## config.mk

```make
export PLATFORM = sky130hd
export DESIGN_NAME = food_spawner_flat
export DESIGN_NICKNAME = d
export VERILOG_FILES = /design/src/rtl/food_spawner_pkg.sv /design/src/rtl/food_spawner_if.sv /design/src/rtl/food_spawner.sv /design/src/flat_wrapper.sv
export SDC_FILE = /design/constraint.sdc
export NUM_CORES = 1
export LEC_CHECK = 0
export ABC_AREA = 1
export BUFFER_PORTS_ARGS = -buffer_cell sky130_fd_sc_hd__buf_2
export CAP_MARGIN = 40
export CORE_ASPECT_RATIO = 0.8
export CORE_MARGIN = 5
export CORE_UTILIZATION = 43
export DETAILED_ROUTE_END_ITERATION = 10
export PLACE_DENSITY = 0.85
export SYNTH_ARGS = -nofsm -noshare
export SYNTH_HDL_FRONTEND = slang
export SYNTH_SLANG_ARGS = --single-unit
```

## constraint.sdc

```tcl
create_clock -name clk -period 0.95 [get_ports clk]
set_input_delay 0.095 -clock clk [delete_from_list [all_inputs] [get_ports clk]]
set_output_delay 0.095 -clock clk [all_outputs]
set_load 0.02 [all_outputs]
```

## src/rtl/food_spawner_pkg.sv

```systemverilog
// food_spawner_pkg
// Shared definitions for the food spawner: coordinate widths, retry counter
// width, default fallback position and the FSM state encoding.
package food_spawner_pkg;

    localparam int X_W            = 10;
    localparam int Y_W            = 9;
    localparam int RETRY_W        = 8;

    localparam int MAX_RETRY_DEF  = 15;
    localparam int FALLBACK_X_DEF = 320;
    localparam int FALLBACK_Y_DEF = 240;

    typedef enum logic [1:0] {
        IDLE   = 2'd0,
        SAMPLE = 2'd1,
        QUERY  = 2'd2,
        COMMIT = 2'd3
    } state_t;

endpackage

```

## src/rtl/food_spawner_if.sv

```systemverilog
// food_spawner_if
// Occupancy query bus between the food spawner and the snake body logic.
//   qry_valid : query outstanding (spawner -> body logic)
//   qry_x     : candidate x under query
//   qry_y     : candidate y under query
//   occ_valid : answer strobe (body logic -> spawner)
//   occ_hit   : candidate overlaps the snake body, valid with occ_valid
// Modports: master = spawner side, slave = body-logic side.
interface food_spawner_if;
    import food_spawner_pkg::*;

    logic           qry_valid;
    logic [X_W-1:0] qry_x;
    logic [Y_W-1:0] qry_y;
    logic           occ_valid;
    logic           occ_hit;

    modport master (
        output qry_valid, qry_x, qry_y,
        input  occ_valid, occ_hit
    );

    modport slave (
        input  qry_valid, qry_x, qry_y,
        output occ_valid, occ_hit
    );

endinterface

```

## src/rtl/food_spawner.sv

```systemverilog
// food_spawner
// Picks a new food position after the snake eats: samples the free-running
// random coordinates, asks the body logic whether the candidate is occupied,
// and retries on a hit until a free cell is found.
//
// Ports:
//   clk, rst_n       : clock, asynchronous active-low reset
//   randx, randy     : free-running random candidate coordinates
//   eat              : single-cycle pulse, current food has been eaten
//   occ_bus          : occupancy query/answer bus (master side)
//   food_x, food_y   : committed food position
//   food_valid       : food position is live and drawable
//   spawn_done       : one-cycle pulse on each commit
//
// Build option FOOD_RETRY_LIMIT_EN: after MAX_RETRY rejected candidates the
// food is committed at (FALLBACK_X, FALLBACK_Y). Without it retries are
// unbounded and the retry counter saturates.
//
// state  | meaning
// IDLE   | food is live, waiting for eat
// SAMPLE | capture random candidate, raise query
// QUERY  | waiting for occupancy answer
// COMMIT | load food position, pulse spawn_done
module food_spawner
    import food_spawner_pkg::*;
#(
    parameter int MAX_RETRY  = MAX_RETRY_DEF,
    parameter int FALLBACK_X = FALLBACK_X_DEF,
    parameter int FALLBACK_Y = FALLBACK_Y_DEF
) (
    input  logic                  clk,
    input  logic                  rst_n,
    input  logic [X_W-1:0]        randx,
    input  logic [Y_W-1:0]        randy,
    input  logic                  eat,
    food_spawner_if.master        occ_bus,
    output logic [X_W-1:0]        food_x,
    output logic [Y_W-1:0]        food_y,
    output logic                  food_valid,
    output logic                  spawn_done
);

    if (MAX_RETRY < 1 || MAX_RETRY > 255 ||
        FALLBACK_X >= (1 << X_W) || FALLBACK_Y >= (1 << Y_W)) begin : g_bad_param
        $error("food_spawner: parameter out of range");
    end

    state_t             state;
    logic [RETRY_W-1:0] retry;

    always_ff @(posedge clk or negedge rst_n) begin
        if (!rst_n) begin
            state             <= SAMPLE;
            retry             <= '0;
            food_x            <= '0;
            food_y            <= '0;
            food_valid        <= 1'b0;
            spawn_done        <= 1'b0;
            occ_bus.qry_valid <= 1'b0;
            occ_bus.qry_x     <= '0;
            occ_bus.qry_y     <= '0;
        end else begin
            spawn_done <= 1'b0;
            case (state)
                IDLE: begin
                    // The spawn_done cycle still belongs to the commit, so an
                    // eat arriving with it is dropped rather than re-arming.
                    if (eat && !spawn_done) begin
                        state      <= SAMPLE;
                        food_valid <= 1'b0;
                    end
                end
                SAMPLE: begin
                    occ_bus.qry_x     <= randx;
                    occ_bus.qry_y     <= randy;
                    occ_bus.qry_valid <= 1'b1;
                    state             <= QUERY;
                end
                QUERY: begin
                    if (occ_bus.occ_valid) begin
                        // Drop the query on every answer so each retry shows
                        // up as a fresh qry_valid rise.
                        occ_bus.qry_valid <= 1'b0;
                        if (!occ_bus.occ_hit) begin
                            state <= COMMIT;
                        end else begin
`ifdef FOOD_RETRY_LIMIT_EN
                            retry <= retry + RETRY_W'(1);
                            if (retry == RETRY_W'(MAX_RETRY - 1)) begin
                                occ_bus.qry_x <= X_W'(FALLBACK_X);
                                occ_bus.qry_y <= Y_W'(FALLBACK_Y);
                                state         <= COMMIT;
                            end else begin
                                state <= SAMPLE;
                            end
`else
                            if (retry != '1) begin
                                retry <= retry + RETRY_W'(1);
                            end
                            state <= SAMPLE;
`endif
                        end
                    end
                end
                COMMIT: begin
                    food_x     <= occ_bus.qry_x;
                    food_y     <= occ_bus.qry_y;
                    food_valid <= 1'b1;
                    spawn_done <= 1'b1;
                    retry      <= '0;
                    state      <= IDLE;
                end
                default: state <= SAMPLE;
            endcase
        end
    end

endmodule

```

## src/flat_wrapper.sv

```systemverilog
// flat-port wrapper written by rule: the top's interface ports become plain ports
module food_spawner_flat import food_spawner_pkg::*;
#(
    parameter int MAX_RETRY  = MAX_RETRY_DEF,
    parameter int FALLBACK_X = FALLBACK_X_DEF,
    parameter int FALLBACK_Y = FALLBACK_Y_DEF
)
  (clk, rst_n, randx, randy, eat, food_x, food_y, food_valid, spawn_done, occ_bus_qry_valid, occ_bus_qry_x, occ_bus_qry_y, occ_bus_occ_valid, occ_bus_occ_hit);
  food_spawner_if occ_bus_i ();
  input  logic clk;
  input  logic rst_n;
  input  logic [X_W-1:0] randx;
  input  logic [Y_W-1:0] randy;
  input  logic eat;
  output logic [X_W-1:0] food_x;
  output logic [Y_W-1:0] food_y;
  output logic food_valid;
  output logic spawn_done;
  output wire logic [$bits(occ_bus_i.qry_valid)-1:0] occ_bus_qry_valid;
  output wire logic [$bits(occ_bus_i.qry_x)-1:0] occ_bus_qry_x;
  output wire logic [$bits(occ_bus_i.qry_y)-1:0] occ_bus_qry_y;
  input wire logic [$bits(occ_bus_i.occ_valid)-1:0] occ_bus_occ_valid;
  input wire logic [$bits(occ_bus_i.occ_hit)-1:0] occ_bus_occ_hit;
  assign occ_bus_qry_valid = occ_bus_i.qry_valid;
  assign occ_bus_qry_x = occ_bus_i.qry_x;
  assign occ_bus_qry_y = occ_bus_i.qry_y;
  assign occ_bus_i.occ_valid = occ_bus_occ_valid;
  assign occ_bus_i.occ_hit = occ_bus_occ_hit;
  food_spawner #(.MAX_RETRY(MAX_RETRY), .FALLBACK_X(FALLBACK_X), .FALLBACK_Y(FALLBACK_Y)) u_core (.clk(clk), .rst_n(rst_n), .randx(randx), .randy(randy), .eat(eat), .occ_bus(occ_bus_i), .food_x(food_x), .food_y(food_y), .food_valid(food_valid), .spawn_done(spawn_done));
endmodule
```

==> key figures, run 1 <==
GRT
  – Vias in the first global route: 1668
  – Global-route wire length before repair: 7.707 mm
  – Antenna violations before repair: 0
  – Pin count of the biggest net entering global routing: 44
  – GR Util All Layers: about a fifth
  – Grt total ovfl: 0

Setup path
  – Crit path launch type: flop
  – Critical setup path kind: flop to flop
  – Worst stage delay on the critical path: around 0.6 ns
  – Capturing element type of the critical path: flop
  – Worst EP required: roughly 1.2 ns
  – Worst endpoint data arrival time: roughly 1.4 ns
  – Worst path slowest cell: sky130_fd_sc_hd__dfstp_2
  – Worst path most repeated cell: sky130_fd_sc_hd__nand2_1
  – Series of cell instances along the critical path: nand2_4, inv_4, buf_12, nand2_1, nand2_1
  – Largest fanout on the critical path: 11

Yosys
  – Synthesized netlist cell count: 187
  – Share of async-settable or async-resettable flops after synthesis: between 90% and 100%
  – Total standard cell area after synthesis: around 1700 um^2
  – Unique masters post-synth: 10
  – Number of nets produced by synthesis: about 210
  – Post-synthesis share of cell area spent on xor and xnor gates: 0%
  – Post-synth top area share: between 60% and 70%
  – Post-synthesis share of cell area spent on and, or, nand and nor gates: between 30 and 40%
  – Compound-Gate Fraction of Synth Area: 0%
  – Top cell types by occurrence after synthesis: sky130_fd_sc_hd__nand2_1, sky130_fd_sc_hd__dfrtp_1, sky130_fd_sc_hd__nand3_1
  – Flop and latch count out of synthesis: 43
  – Library cell occupying the most area in the post-synthesis netlist: sky130_fd_sc_hd__dfrtp_1
  – Part of the Yosys area used for sequential elements: 63.87%
  – Predominant post-synthesis flop cell: sky130_fd_sc_hd__dfrtp_1
  – Area share of fa/ha/maj cells after synthesis: 0%
  – Multiplexer fraction of the synthesized cell area: 0%
  – Total number of yosys warnings: 0
  – Post-synth EDFFs: 0
  – Average size of a mapped cell: ~9 um^2
  – Top post-synthesis cells by area: sky130_fd_sc_hd__dfrtp_1, sky130_fd_sc_hd__nand2_1, sky130_fd_sc_hd__nand3_1
  – Dominant combinational cell family by area after synthesis: simple AND/OR/NAND/NOR gates
  – Most frequent cell after synthesis: sky130_fd_sc_hd__nand2_1

Floorplanning
  – Die height: 66.02 um
  – Core Region: roughly 3800 um^2
  – Overall die area: between 5000 and 6000 um^2
  – Starting density of the core: between 40% and 50%
  – Die Width: around 80 um
  – Number of standard-cell rows in the floorplan: 20
  – I/O pin count: 65

Placed design
  – Total placed cells including tap cells: around 310
  – Final Wtd Congestion: 0.7967
  – Placed wire-length estimate after detailed placement: 2.997 mm
  – Total of buffers placed on input and output ports: 64

Route
  – Final wirelength: 5.602 mm
  – Routed length per instance: roughly 15 um
  – First-iteration detailed-routing DRC count: 82
  – Vias post-DR: between 1500 and 2000
  – Via-per-instance ratio: about 4.9
  – Drc violations: 0
  – Remaining antenna violation count after routing: 0
  – First-pass DRT Iterations: 4

Final layout
  – Cell Count, Final, Fillers Out: 362
  – Final Core Density: 75.56%
  – Number of nets in the layout: 330
  – Multi-input gate area in the final layout: ~590 um^2
  – Sequential standard cell area: between 1000 and 1500 um^2
  – Area overhead of the layout relative to synthesis: 70.40%
  – Diode count: 0
  – Share of cells above drive strength 1: approximately 50%
  – FILL cells: roughly 270

Timing
  – Worst slew slack as a fraction of its limit: a little over four fifths
  – Unrepaired setup endpoints after global routing: true
  – Worst clock skew: between 0.007 and 0.008 ns
  – Time the worst path needs with I/O delays and setup: around 1.1 ns
  – Total of endpoints with negative setup slack in the final report: 53
  – Final count of hold timing violations: 0
  – Highest Clock Rate: a little under 900 MHz
  – Min setup slack post-route: -0.1729 ns
  – Slew at the pin with the worst max-slew slack: roughly 0.23 ns
  – Period utilisation layout: 118.2%
  – Max-slew violation total from the final report: 0

Pwr
  – Leakage power total: approximately 1.6 nW
  – Total power per unit cell area: slightly below 4000 nW/um^2
  – Worst supply voltage drop on vdd: ~2.6 mV

CTS
  – TritonCTS clock tree: done
  – Number of clock buffers inserted by TritonCTS: 5
  – Buffer levels on the longest clock path: 2
  – Insertion delay of the later-clocked pin in the worst-skew pair: ~0.31 ns
  – Clock sink total: 43
  – Clock transition time at the flip-flop clock pins of the worst setup and hold paths: around 0.080 ns
  – Clock Root Buffer: sky130_fd_sc_hd__clkbuf_8
  – Number of H-tree levels: 2

Status
  – Failing checks: negative setup slack
  – Status: finished, violations left

Min path
  – Worst hold-check path type: primary input to flop

Run
  – Max-capacitance violation count: 0
[worst max-delay path, delay by kind of cell (launching register included)]
| kind | cells | cell delay, ns |
|---|---|---|
| buffers and inverters | 2 | 0.23 |
| DFF | 1 | 0.61 |
| and+or+nand+nor | 3 | 0.23 |
[final timing paths]
kind,startpoint,endpoint,slack (ns),depth (start not counted)
max reg2reg,u_core.state[0],u_core.food_y[8],-0.17,5
max,u_core.state[0],u_core.food_y[8],-0.17,5
min in group asynchronous,rst_n,u_core.occ_bus.qry_x[9],0.30,3
min,randx[7],u_core.occ_bus.qry_x[7],0.03,3
min reg2reg,u_core.food_valid,u_core.food_valid,0.51,2
max in group asynchronous,rst_n,u_core.state[0],0.39,3
[what timing repair did]
item,CTS,global route
gates resized for setup,23,75
hold buffers,1,0
endpoints found under the setup margin,64,81
gates cloned,0,1
pin swaps,1,3
setup buffers,18,22
endpoints found under the hold margin,42,0
[power by group]
part	total, mW	leakage (nW)	switching [mW]	internal [mW]
Clock	1.29	0.0515	0.627	0.664
Combinational	6.59	1.04	3.28	3.31
Sequential	3.41	0.533	0.694	2.71
[kinds of logic (layout without fill, tap and decap cells)]
kind of cell | count (synthesis) | after routing
AND/OR/NAND/NOR | 128 | 128
flip-flops | 43 | 43
buffers and inverters | 16 | 136
[metal layers]
layer,track usage [%],wire length (um)
met5,0,0
met3,3.406,350
met2,33.16,3064
met4,9.705,174
met1,23.34,2013
[cell usage in the layout (no fill, tap or decap), types with 2 or more instances in the layout]
cell type / n
sky130_fd_sc_hd__dfrtp_1: 42
sky130_fd_sc_hd__buf_6: 34
sky130_fd_sc_hd__nand3_1: 21
sky130_fd_sc_hd__nand2_4: 4
sky130_fd_sc_hd__buf_2: 30
sky130_fd_sc_hd__buf_4: 53
sky130_fd_sc_hd__nor2_1: 2
sky130_fd_sc_hd__buf_12: 3
sky130_fd_sc_hd__inv_1: 4
sky130_fd_sc_hd__nand2_2: 20
sky130_fd_sc_hd__nand2_1: 81
sky130_fd_sc_hd__clkbuf_8: 7
[stage by stage]
stage               TNS [ns]  hold WS, ns  setup slack (ns)  power [mW]  area, um^2
floorplan            -0.7239      -0.2006          -0.03003       5.821        1714
global placement      -2.308      0.08265          -0.08104       7.202        2158
detailed placement    -3.802      0.08703           -0.1385       7.326        2158
CTS                   -4.576      0.02809           -0.1291       9.397        2474
global route          -8.402      0.01503           -0.2344       11.96        2874
finish                -5.440      0.02661           -0.1729       11.28        2874
[flip-flops by register name, summed over array words and instances (netlist names)]
name	cells
u_core.spawn_done	1
u_core.food_valid	1
u_core.occ_bus.qry_y	9
u_core.food_x	10
u_core.state	2
u_core.occ_bus.qry_valid	1
u_core.food_y	9
u_core.occ_bus.qry_x	10
[layout make-up]
| type | instances | share of cell area, % |
|---|---|---|
| repair buffers | 122 | 35.35 |
| clock buffers | 8 | 3.483 |
| inverters | 6 | 0.8707 |
| well taps | 55 | 2.394 |
| flip-flops and latches | 43 | 37.48 |
| multi-input cells | 128 | 20.42 |
Power figures use the tool's default switching activity.
==> inputs of run 2 (changes only) <==
--- a/config.mk
+++ b/config.mk
@@ -12,7 +12,8 @@
 export CORE_MARGIN = 5
 export CORE_UTILIZATION = 43
 export DETAILED_ROUTE_END_ITERATION = 10
-export PLACE_DENSITY = 0.85
+export PLACE_DENSITY_LB_ADDON = 0.12
+export SLEW_MARGIN = 20
 export SYNTH_ARGS = -nofsm -noshare
 export SYNTH_HDL_FRONTEND = slang
 export SYNTH_SLANG_ARGS = --single-unit
==> key figures, run 2 (synthesized netlist as in run 1, its figures left out) <==
Status
  – Status: finished, violations left (unchanged)
  – Failing checks: negative setup slack (unchanged)

Route
  – First-iteration detailed-routing DRC count: 58 (was 82)
  – Remaining antenna violation count after routing: 0 (unchanged)
  – Final wirelength: 4.471 mm (was 5.602 mm)
  – Via-per-instance ratio: 4.510 (was 4.851)
  – Routed length per instance: 12.67 um (was 15.48 um)
  – Vias post-DR: 1592 (was 1756)
  – Drc violations: 0 (unchanged)
  – First-pass DRT Iterations: 4 (unchanged)

Timing
  – Slew at the pin with the worst max-slew slack: 0.1976 ns (was 0.2335 ns)
  – Final count of hold timing violations: 0 (unchanged)
  – Total of endpoints with negative setup slack in the final report: 44 (was 53)
  – Worst clock skew: 0.001299 ns (was 0.007942 ns)
  – Highest Clock Rate: 914.2 MHz (was 890.6 MHz)
  – Max-slew violation total from the final report: 0 (unchanged)
  – Unrepaired setup endpoints after global routing: true (unchanged)
  – Time the worst path needs with I/O delays and setup: 1.094 ns (was 1.123 ns)
  – Worst slew slack as a fraction of its limit: 86.82% (was 84.44%)
  – Min setup slack post-route: -0.1439 ns (was -0.1729 ns)
  – Final Hold Slack: 0.02480 ns (was 0.02661 ns)
  – Period utilisation layout: 115.1% (was 118.2%)

Floorplanning
  – Die Width: 80.02 um (unchanged)
  – Number of standard-cell rows in the floorplan: 20 (unchanged)
  – I/O pin count: 65 (unchanged)
  – Overall die area: 5283 um^2 (unchanged)
  – Core Region: 3804 um^2 (unchanged)
  – Starting density of the core: 44.34% (unchanged)
  – Die height: 66.02 um (unchanged)

Final layout
  – Sequential standard cell area: 1079 um^2 (was 1077 um^2)
  – Commonest non-fill, non-tap cell in the layout: sky130_fd_sc_hd__nand2_1 (unchanged)
  – Share of cells above drive strength 1: 47.32% (was 50.49%)
  – Multi-input gate area in the final layout: 564.3 um^2 (was 586.8 um^2)
  – Number of nets in the layout: 321 (was 330)
  – Diode count: 0 (unchanged)
  – Top Registers: u_core.food_x: 10 flops, u_core.occ_bus.qry_x: 10 flops (unchanged)
  – Area overhead of the layout relative to synthesis: 66.32% (was 70.40%)
  – FILL cells: 272 (was 269)
  – Commonest cells after routing, fill and taps aside: sky130_fd_sc_hd__nand2_1, sky130_fd_sc_hd__buf_6, sky130_fd_sc_hd__buf_4, sky130_fd_sc_hd__dfrtp_1, sky130_fd_sc_hd__buf_2 (was sky130_fd_sc_hd__nand2_1, sky130_fd_sc_hd__buf_4, sky130_fd_sc_hd__dfrtp_1, sky130_fd_sc_hd__buf_6, sky130_fd_sc_hd__buf_2)

GRT
  – Global-route wire length before repair: 7.189 mm (was 7.707 mm)
  – Met3 track demand over resource in global routing: 4.632% (was 3.406%)
  – Vias in the first global route: 1557 (was 1668)
  – Global-route track usage on met2: 28.72% (was 33.16%)
  – GR Util met1: 23.09% (was 23.34%)
  – Grt total ovfl: 0 (unchanged)
  – GR Util All Layers: 17.77% (was 19.33%)
  – Most used routing layer in global routing: met2 (unchanged)
  – Antenna violations before repair: 0 (unchanged)
  – Pin count of the biggest net entering global routing: 29 (was 44)

Pwr
  – Total power per unit cell area: 3844 nW/um^2 (was 3926 nW/um^2)
  – Leakage power total: 1.597 nW (was 1.625 nW)
  – Worst supply voltage drop on vdd: 1.916 mV (was 2.572 mV)
  – Total Power: 10.78 mW (was 11.28 mW)

Setup path
  – Largest fanout on the critical path: 6 (was 11)
  – Critical setup path kind: flop to flop (unchanged)
  – Worst reg2reg path startpoint: u_core.state[0] (unchanged)
  – Worst endpoint data arrival time: 1.33 ns (was 1.37 ns)
  – Capturing element type of the critical path: flop (unchanged)
  – Worst path most repeated cell: sky130_fd_sc_hd__nand2_1 (unchanged)
  – Worst path slowest cell: sky130_fd_sc_hd__dfstp_2 (unchanged)
  – Crit path launch type: flop (unchanged)
  – Crit. Startpoint: u_core.state[0] (unchanged)
  – Worst EP required: 1.19 ns (was 1.20 ns)
  – Worst stage delay on the critical path: 0.61 ns (about the same)
  – Series of cell instances along the critical path: nand2_4, inv_4, buf_6, nand2_1, nand2_1 (was nand2_4, inv_4, buf_12, nand2_1, nand2_1)

CTS
  – Number of clock buffers inserted by TritonCTS: 5 (unchanged)
  – Number of H-tree levels: 2 (unchanged)
  – TritonCTS clock tree: done (unchanged)
  – Clock transition time at the flip-flop clock pins of the worst setup and hold paths: 0.08 ns (about the same)
  – Clock Root Buffer: sky130_fd_sc_hd__clkbuf_8 (unchanged)
  – Clock sink total: 43 (unchanged)
  – Insertion delay of the later-clocked pin in the worst-skew pair: 0.29 ns (was 0.31 ns)
  – Buffer levels on the longest clock path: 2 (unchanged)

Placed design
  – Final Wtd Congestion: 0.7495 (was 0.7967)
  – Placed wire-length estimate after detailed placement: 2.867 mm (was 2.997 mm)
  – Total of buffers placed on input and output ports: 64 (unchanged)

Min path
  – Worst hold-check path type: primary input to flop (unchanged)
  – Startpoint of the worst hold path: randy[5] (was randx[7])

Run
  – Max-capacitance violation count: 0 (unchanged)
==> run 2: cell types whose count changed in the layout (fill, tap and decap cells not counted), moves of 2 or more <==
cell                      change
sky130_fd_sc_hd__buf_4       -12
sky130_fd_sc_hd__buf_6        +8
sky130_fd_sc_hd__nand2_1      +7
sky130_fd_sc_hd__nand2_2      -6
sky130_fd_sc_hd__buf_12       -2
sky130_fd_sc_hd__buf_2        -2
==> run 2: layer usage <==
layer | part of all wire, % | vias up
li1 | - | 794
met2 | 48 | 46
met3 | 6.4 | 7
met5 | 0 | -
met4 | 1.3 | 0
met1 | 44 | 745
==> run 2: cell type report <==
| class | count | area share (%) |
|---|---|---|
| Tap cell | 55 | 2.453 |
| Sequential cell | 43 | 38.45 |
| Multi-Input combinational cell | 128 | 20.12 |
| Timing Repair Buffer | 113 | 33.90 |
| Clock buffer | 6 | 2.944 |
| Clock inverter | 2 | 1.249 |
| Inverter | 6 | 0.8921 |
==> run 2: through the flow <==
| step | std cells | instance area (um^2) | utilization (%) | TNS, ns | worst slack (ns) |
|---|---|---|---|---|---|
| final | 353 | 2805 | 73.75 | -4.576 | -0.1439 |
| after global routing | 353 | 2805 | 73.75 | -7.099 | -0.1847 |
| after CTS | 340 | 2554 | 67.14 | -3.846 | -0.1145 |
| after floorplan | 187 | 1714 | - | -0.7239 | -0.03003 |
| after global placement | 313 | 2141 | 56.28 | -2.971 | -0.1084 |
| after detailed placement | 313 | 2141 | 56.28 | -3.630 | -0.1237 |
==> run 2: report_power, final <==
group	switching [mW]	internal (mW)
registers	0.656	2.72
clock network	0.620	0.851
logic	2.94	3.00
total	4.21	6.57
==> run 2: repair_timing <==
action / in CTS / in global routing
endpoints found under the setup margin: 74 / 80
setup buffers: 18 / 13
endpoints found under the hold margin: 43 / 0
cloned: 0 / 0
pin swaps: 1 / 8
gates resized for setup: 47 / 51
hold buffers: 1 / 0
==> run 2: critical path: cells and delay by family, from the launching register on <==
kind,cells,cell delay (ns)
DFF,1,0.61
and+or+nand+nor,3,0.19
buffers and inverters,2,0.22
==> run 2: worst paths after layout <==
path	slack (ns)	depth (start not counted)	to
hold / removal	0.02	3	u_core.occ_bus.qry_y[5]
hold reg to reg	0.51	2	u_core.occ_bus.qry_x[6]
max in group asynchronous	0.44	3	u_core.state[0]
setup / recovery	-0.14	5	u_core.food_y[2]
min in group asynchronous	0.28	3	u_core.food_y[5]
setup reg to reg	-0.14	5	u_core.food_y[2]
==> inputs of run 3 (changes only) <==
--- a/config.mk
+++ b/config.mk
@@ -12,7 +12,8 @@
 export CORE_MARGIN = 5
 export CORE_UTILIZATION = 43
 export DETAILED_ROUTE_END_ITERATION = 10
-export PLACE_DENSITY_LB_ADDON = 0.12
+export PLACE_DENSITY = 0.79
+export RECOVER_POWER = 50
 export SLEW_MARGIN = 20
 export SYNTH_ARGS = -nofsm -noshare
 export SYNTH_HDL_FRONTEND = slang
==> key figures, run 3 (synthesized netlist as in run 1, its figures left out) <==
Setup path
  – Dominant delay contributor by cell family on the critical path: flip-flops (unchanged)
  – Worst path bufs/invs: 1 (was 2)
  – Worst path most repeated cell: sky130_fd_sc_hd__nand2_1 (unchanged)
  – Worst path slowest cell: sky130_fd_sc_hd__dfstp_2 (unchanged)
  – Register-to-register setup slack: -0.15 ns (was -0.14 ns)
  – Capturing element type of the critical path: flop (unchanged)
  – Series of cell instances along the critical path: nand2_4, buf_12, nand2_1, nand2_1 (was nand2_4, inv_4, buf_6, nand2_1, nand2_1)
  – Worst EP required: 1.13 ns (was 1.19 ns)
  – Crit. Startpoint: u_core.state[0] (unchanged)
  – R2R cell count: 4 (was 5)
  – Worst reg2reg path startpoint: u_core.state[0] (unchanged)
  – Worst stage delay on the critical path: 0.62 ns (was 0.61 ns)
  – Worst endpoint data arrival time: 1.28 ns (was 1.33 ns)
  – Critical setup path kind: flop to flop (unchanged)
  – Largest fanout on the critical path: 20 (was 6)
  – Crit path launch type: flop (unchanged)
  – Stages on worst setup path: 4 (was 5)

Timing
  – Min setup slack post-route: -0.1473 ns (was -0.1439 ns)
  – Worst clock skew: 0.006727 ns (was 0.001299 ns)
  – Time the worst path needs with I/O delays and setup: 1.097 ns (was 1.094 ns)
  – Final count of hold timing violations: 0 (unchanged)
  – Max-slew violation total from the final report: 0 (unchanged)
  – Unrepaired setup endpoints after global routing: true (unchanged)
  – Total negative slack: -4.698 ns (was -4.576 ns)
  – Total of endpoints with negative setup slack in the final report: 43 (was 44)
  – Period utilisation layout: 115.5% (was 115.1%)
  – Worst slew slack as a fraction of its limit: 65.71% (was 86.82%)
  – Highest Clock Rate: 911.3 MHz (was 914.2 MHz)
  – Slew at the pin with the worst max-slew slack: 0.5143 ns (was 0.1976 ns)

Floorplanning
  – Die Width: 80.02 um (unchanged)
  – Overall die area: 5283 um^2 (unchanged)
  – Number of standard-cell rows in the floorplan: 20 (unchanged)
  – Die height: 66.02 um (unchanged)
  – I/O pin count: 65 (unchanged)
  – Core Region: 3804 um^2 (unchanged)
  – Starting density of the core: 44.34% (unchanged)

GRT
  – Global-route track usage on met2: 27.27% (was 28.72%)
  – Antenna violations before repair: 0 (unchanged)
  – Global-route wire length before repair: 6.610 mm (was 7.189 mm)
  – Pin count of the biggest net entering global routing: 44 (was 29)
  – GR Util met1: 20.51% (was 23.09%)
  – Most used routing layer in global routing: met2 (unchanged)
  – Vias in the first global route: 1462 (was 1557)
  – Grt total ovfl: 0 (unchanged)
  – Met3 track demand over resource in global routing: 3.951% (was 4.632%)
  – GR Util All Layers: 16.46% (was 17.77%)

Final layout
  – Diode count: 0 (unchanged)
  – Commonest cells after routing, fill and taps aside: sky130_fd_sc_hd__nand2_1, sky130_fd_sc_hd__dfrtp_1, sky130_fd_sc_hd__buf_6, sky130_fd_sc_hd__buf_2, sky130_fd_sc_hd__buf_4 (was sky130_fd_sc_hd__nand2_1, sky130_fd_sc_hd__buf_6, sky130_fd_sc_hd__buf_4, sky130_fd_sc_hd__dfrtp_1, sky130_fd_sc_hd__buf_2)
  – Area overhead of the layout relative to synthesis: 59.79% (was 66.32%)
  – Share of cells above drive strength 1: 42.71% (was 47.32%)
  – Top Registers: u_core.food_x: 10 flops, u_core.occ_bus.qry_x: 10 flops (unchanged)
  – FILL cells: 297 (was 272)
  – Commonest non-fill, non-tap cell in the layout: sky130_fd_sc_hd__nand2_1 (unchanged)
  – Cell Count, Final, Fillers Out: 343 (was 353)
  – Number of nets in the layout: 311 (was 321)

Route
  – Vias post-DR: 1559 (was 1592)
  – Routed length per instance: 12.41 um (was 12.67 um)
  – First-pass DRT Iterations: 4 (unchanged)
  – First-iteration detailed-routing DRC count: 48 (was 58)
  – Remaining antenna violation count after routing: 0 (unchanged)
  – Final wirelength: 4.257 mm (was 4.471 mm)
  – Drc violations: 0 (unchanged)
  – Via-per-instance ratio: 4.545 (was 4.510)

Min path
  – Startpoint of the worst hold path: randx[3] (was randy[5])
  – Worst Hold Path Cells: 3 (unchanged)
  – Worst hold-check path type: primary input to flop (unchanged)

CTS
  – Clock Root Buffer: sky130_fd_sc_hd__clkbuf_8 (unchanged)
  – Clock sink total: 43 (unchanged)
  – Buffer levels on the longest clock path: 2 (unchanged)
  – Clock transition time at the flip-flop clock pins of the worst setup and hold paths: 0.08 ns (about the same)
  – Insertion delay of the later-clocked pin in the worst-skew pair: 0.29 ns (about the same)
  – Number of H-tree levels: 2 (unchanged)
  – TritonCTS clock tree: done (unchanged)
  – Number of clock buffers inserted by TritonCTS: 5 (unchanged)

Pwr
  – Leakage power total: 1.530 nW (was 1.597 nW)
  – Worst supply voltage drop on vdd: 1.771 mV (was 1.916 mV)
  – Total power per unit cell area: 3880 nW/um^2 (was 3844 nW/um^2)

Placed design
  – Final Wtd Congestion: 0.7575 (was 0.7495)
  – Total placed cells including tap cells: 310 (was 313)
  – Placed wire-length estimate after detailed placement: 2.745 mm (was 2.867 mm)
  – Total of buffers placed on input and output ports: 64 (unchanged)

Run
  – Max-capacitance violation count: 0 (unchanged)

Status
  – Status: finished, violations left (unchanged)
  – Failing checks: negative setup slack (unchanged)
[run 3: changes by cell type in the layout (fill, tap and decap cells not counted), moves of 2 or more]
cell,before,now
sky130_fd_sc_hd__buf_12,1,3
sky130_fd_sc_hd__buf_6,42,35
sky130_fd_sc_hd__buf_4,41,32
sky130_fd_sc_hd__nand2_1,88,95
sky130_fd_sc_hd__buf_2,28,32
sky130_fd_sc_hd__nand2_2,14,8
[run 3: per-stage QoR]
| stage | hold WS [ns] | total power [mW] | worst slack (ns) | cell area (um^2) | utilization [%] |
|---|---|---|---|---|---|
| finish | 0.02975 | 10.46 | -0.1473 | 2695 | 70.86 |
| global route | 0.03922 | 11.17 | -0.1971 | 2695 | 70.86 |
| CTS | 0.02565 | 9.266 | -0.1324 | 2416 | 63.52 |
| detailed placement | 0.08461 | 7.286 | -0.1262 | 2156 | 56.68 |
| global placement | 0.08509 | 7.200 | -0.08986 | 2156 | 56.68 |
| floorplan | -0.2006 | 5.821 | -0.03003 | 1714 | - |
[run 3: layout make-up]
| cell class | instances | area, um^2 | area share [%] |
|---|---|---|---|
| Inverter | 6 | 25.02 | 0.9285 |
| Sequential cell | 43 | 1077 | 39.97 |
| Multi-Input combinational cell | 128 | 541.8 | 20.10 |
| Tap cell | 55 | 68.82 | 2.553 |
| Clock buffer | 6 | 82.58 | 3.064 |
| Clock inverter | 2 | 35.03 | 1.300 |
| Timing Repair Buffer | 103 | 864.6 | 32.08 |
[run 3: power breakdown]
group | internal (mW) | switching [mW] | total [mW]
logic | 2.83 | 2.82 | 5.65
registers | 2.71 | 0.656 | 3.37
clock network | 0.850 | 0.590 | 1.44
[run 3: final timing paths]
| check | endpoint |
|---|---|
| max in group asynchronous | u_core.state[0] |
| worst min register to register | u_core.food_y[1] |
| worst min-delay path | u_core.occ_bus.qry_x[3] |
| worst max register to register | u_core.food_x[7] |
| min in group asynchronous | u_core.food_x[1] |
| worst max-delay path | u_core.food_x[7] |
[run 3: timing repair]
action	4_1_cts	5_1_grt
buffers inserted	15	9
hold endpoints to repair	42	0
endpoints found under the setup margin	59	78
hold buffers	1	0
resized for setup	6	72
pin swaps	0	1
[run 3: metal layers]
layer / routed length (um) / vias to the layer above
met5: 0 / -
met4: 95 / 0
met3: 181 / 11
met2: 2102 / 37
met1: 1878 / 736
li1: - / 775
[run 3: worst reg2reg max path, stage by stage (launching register included)]
cell and delay [ns]:
sky130_fd_sc_hd__dfstp_2 0.62, sky130_fd_sc_hd__nand2_4 0.09, sky130_fd_sc_hd__buf_12 0.16, sky130_fd_sc_hd__nand2_1 0.07, sky130_fd_sc_hd__nand2_1 0.05
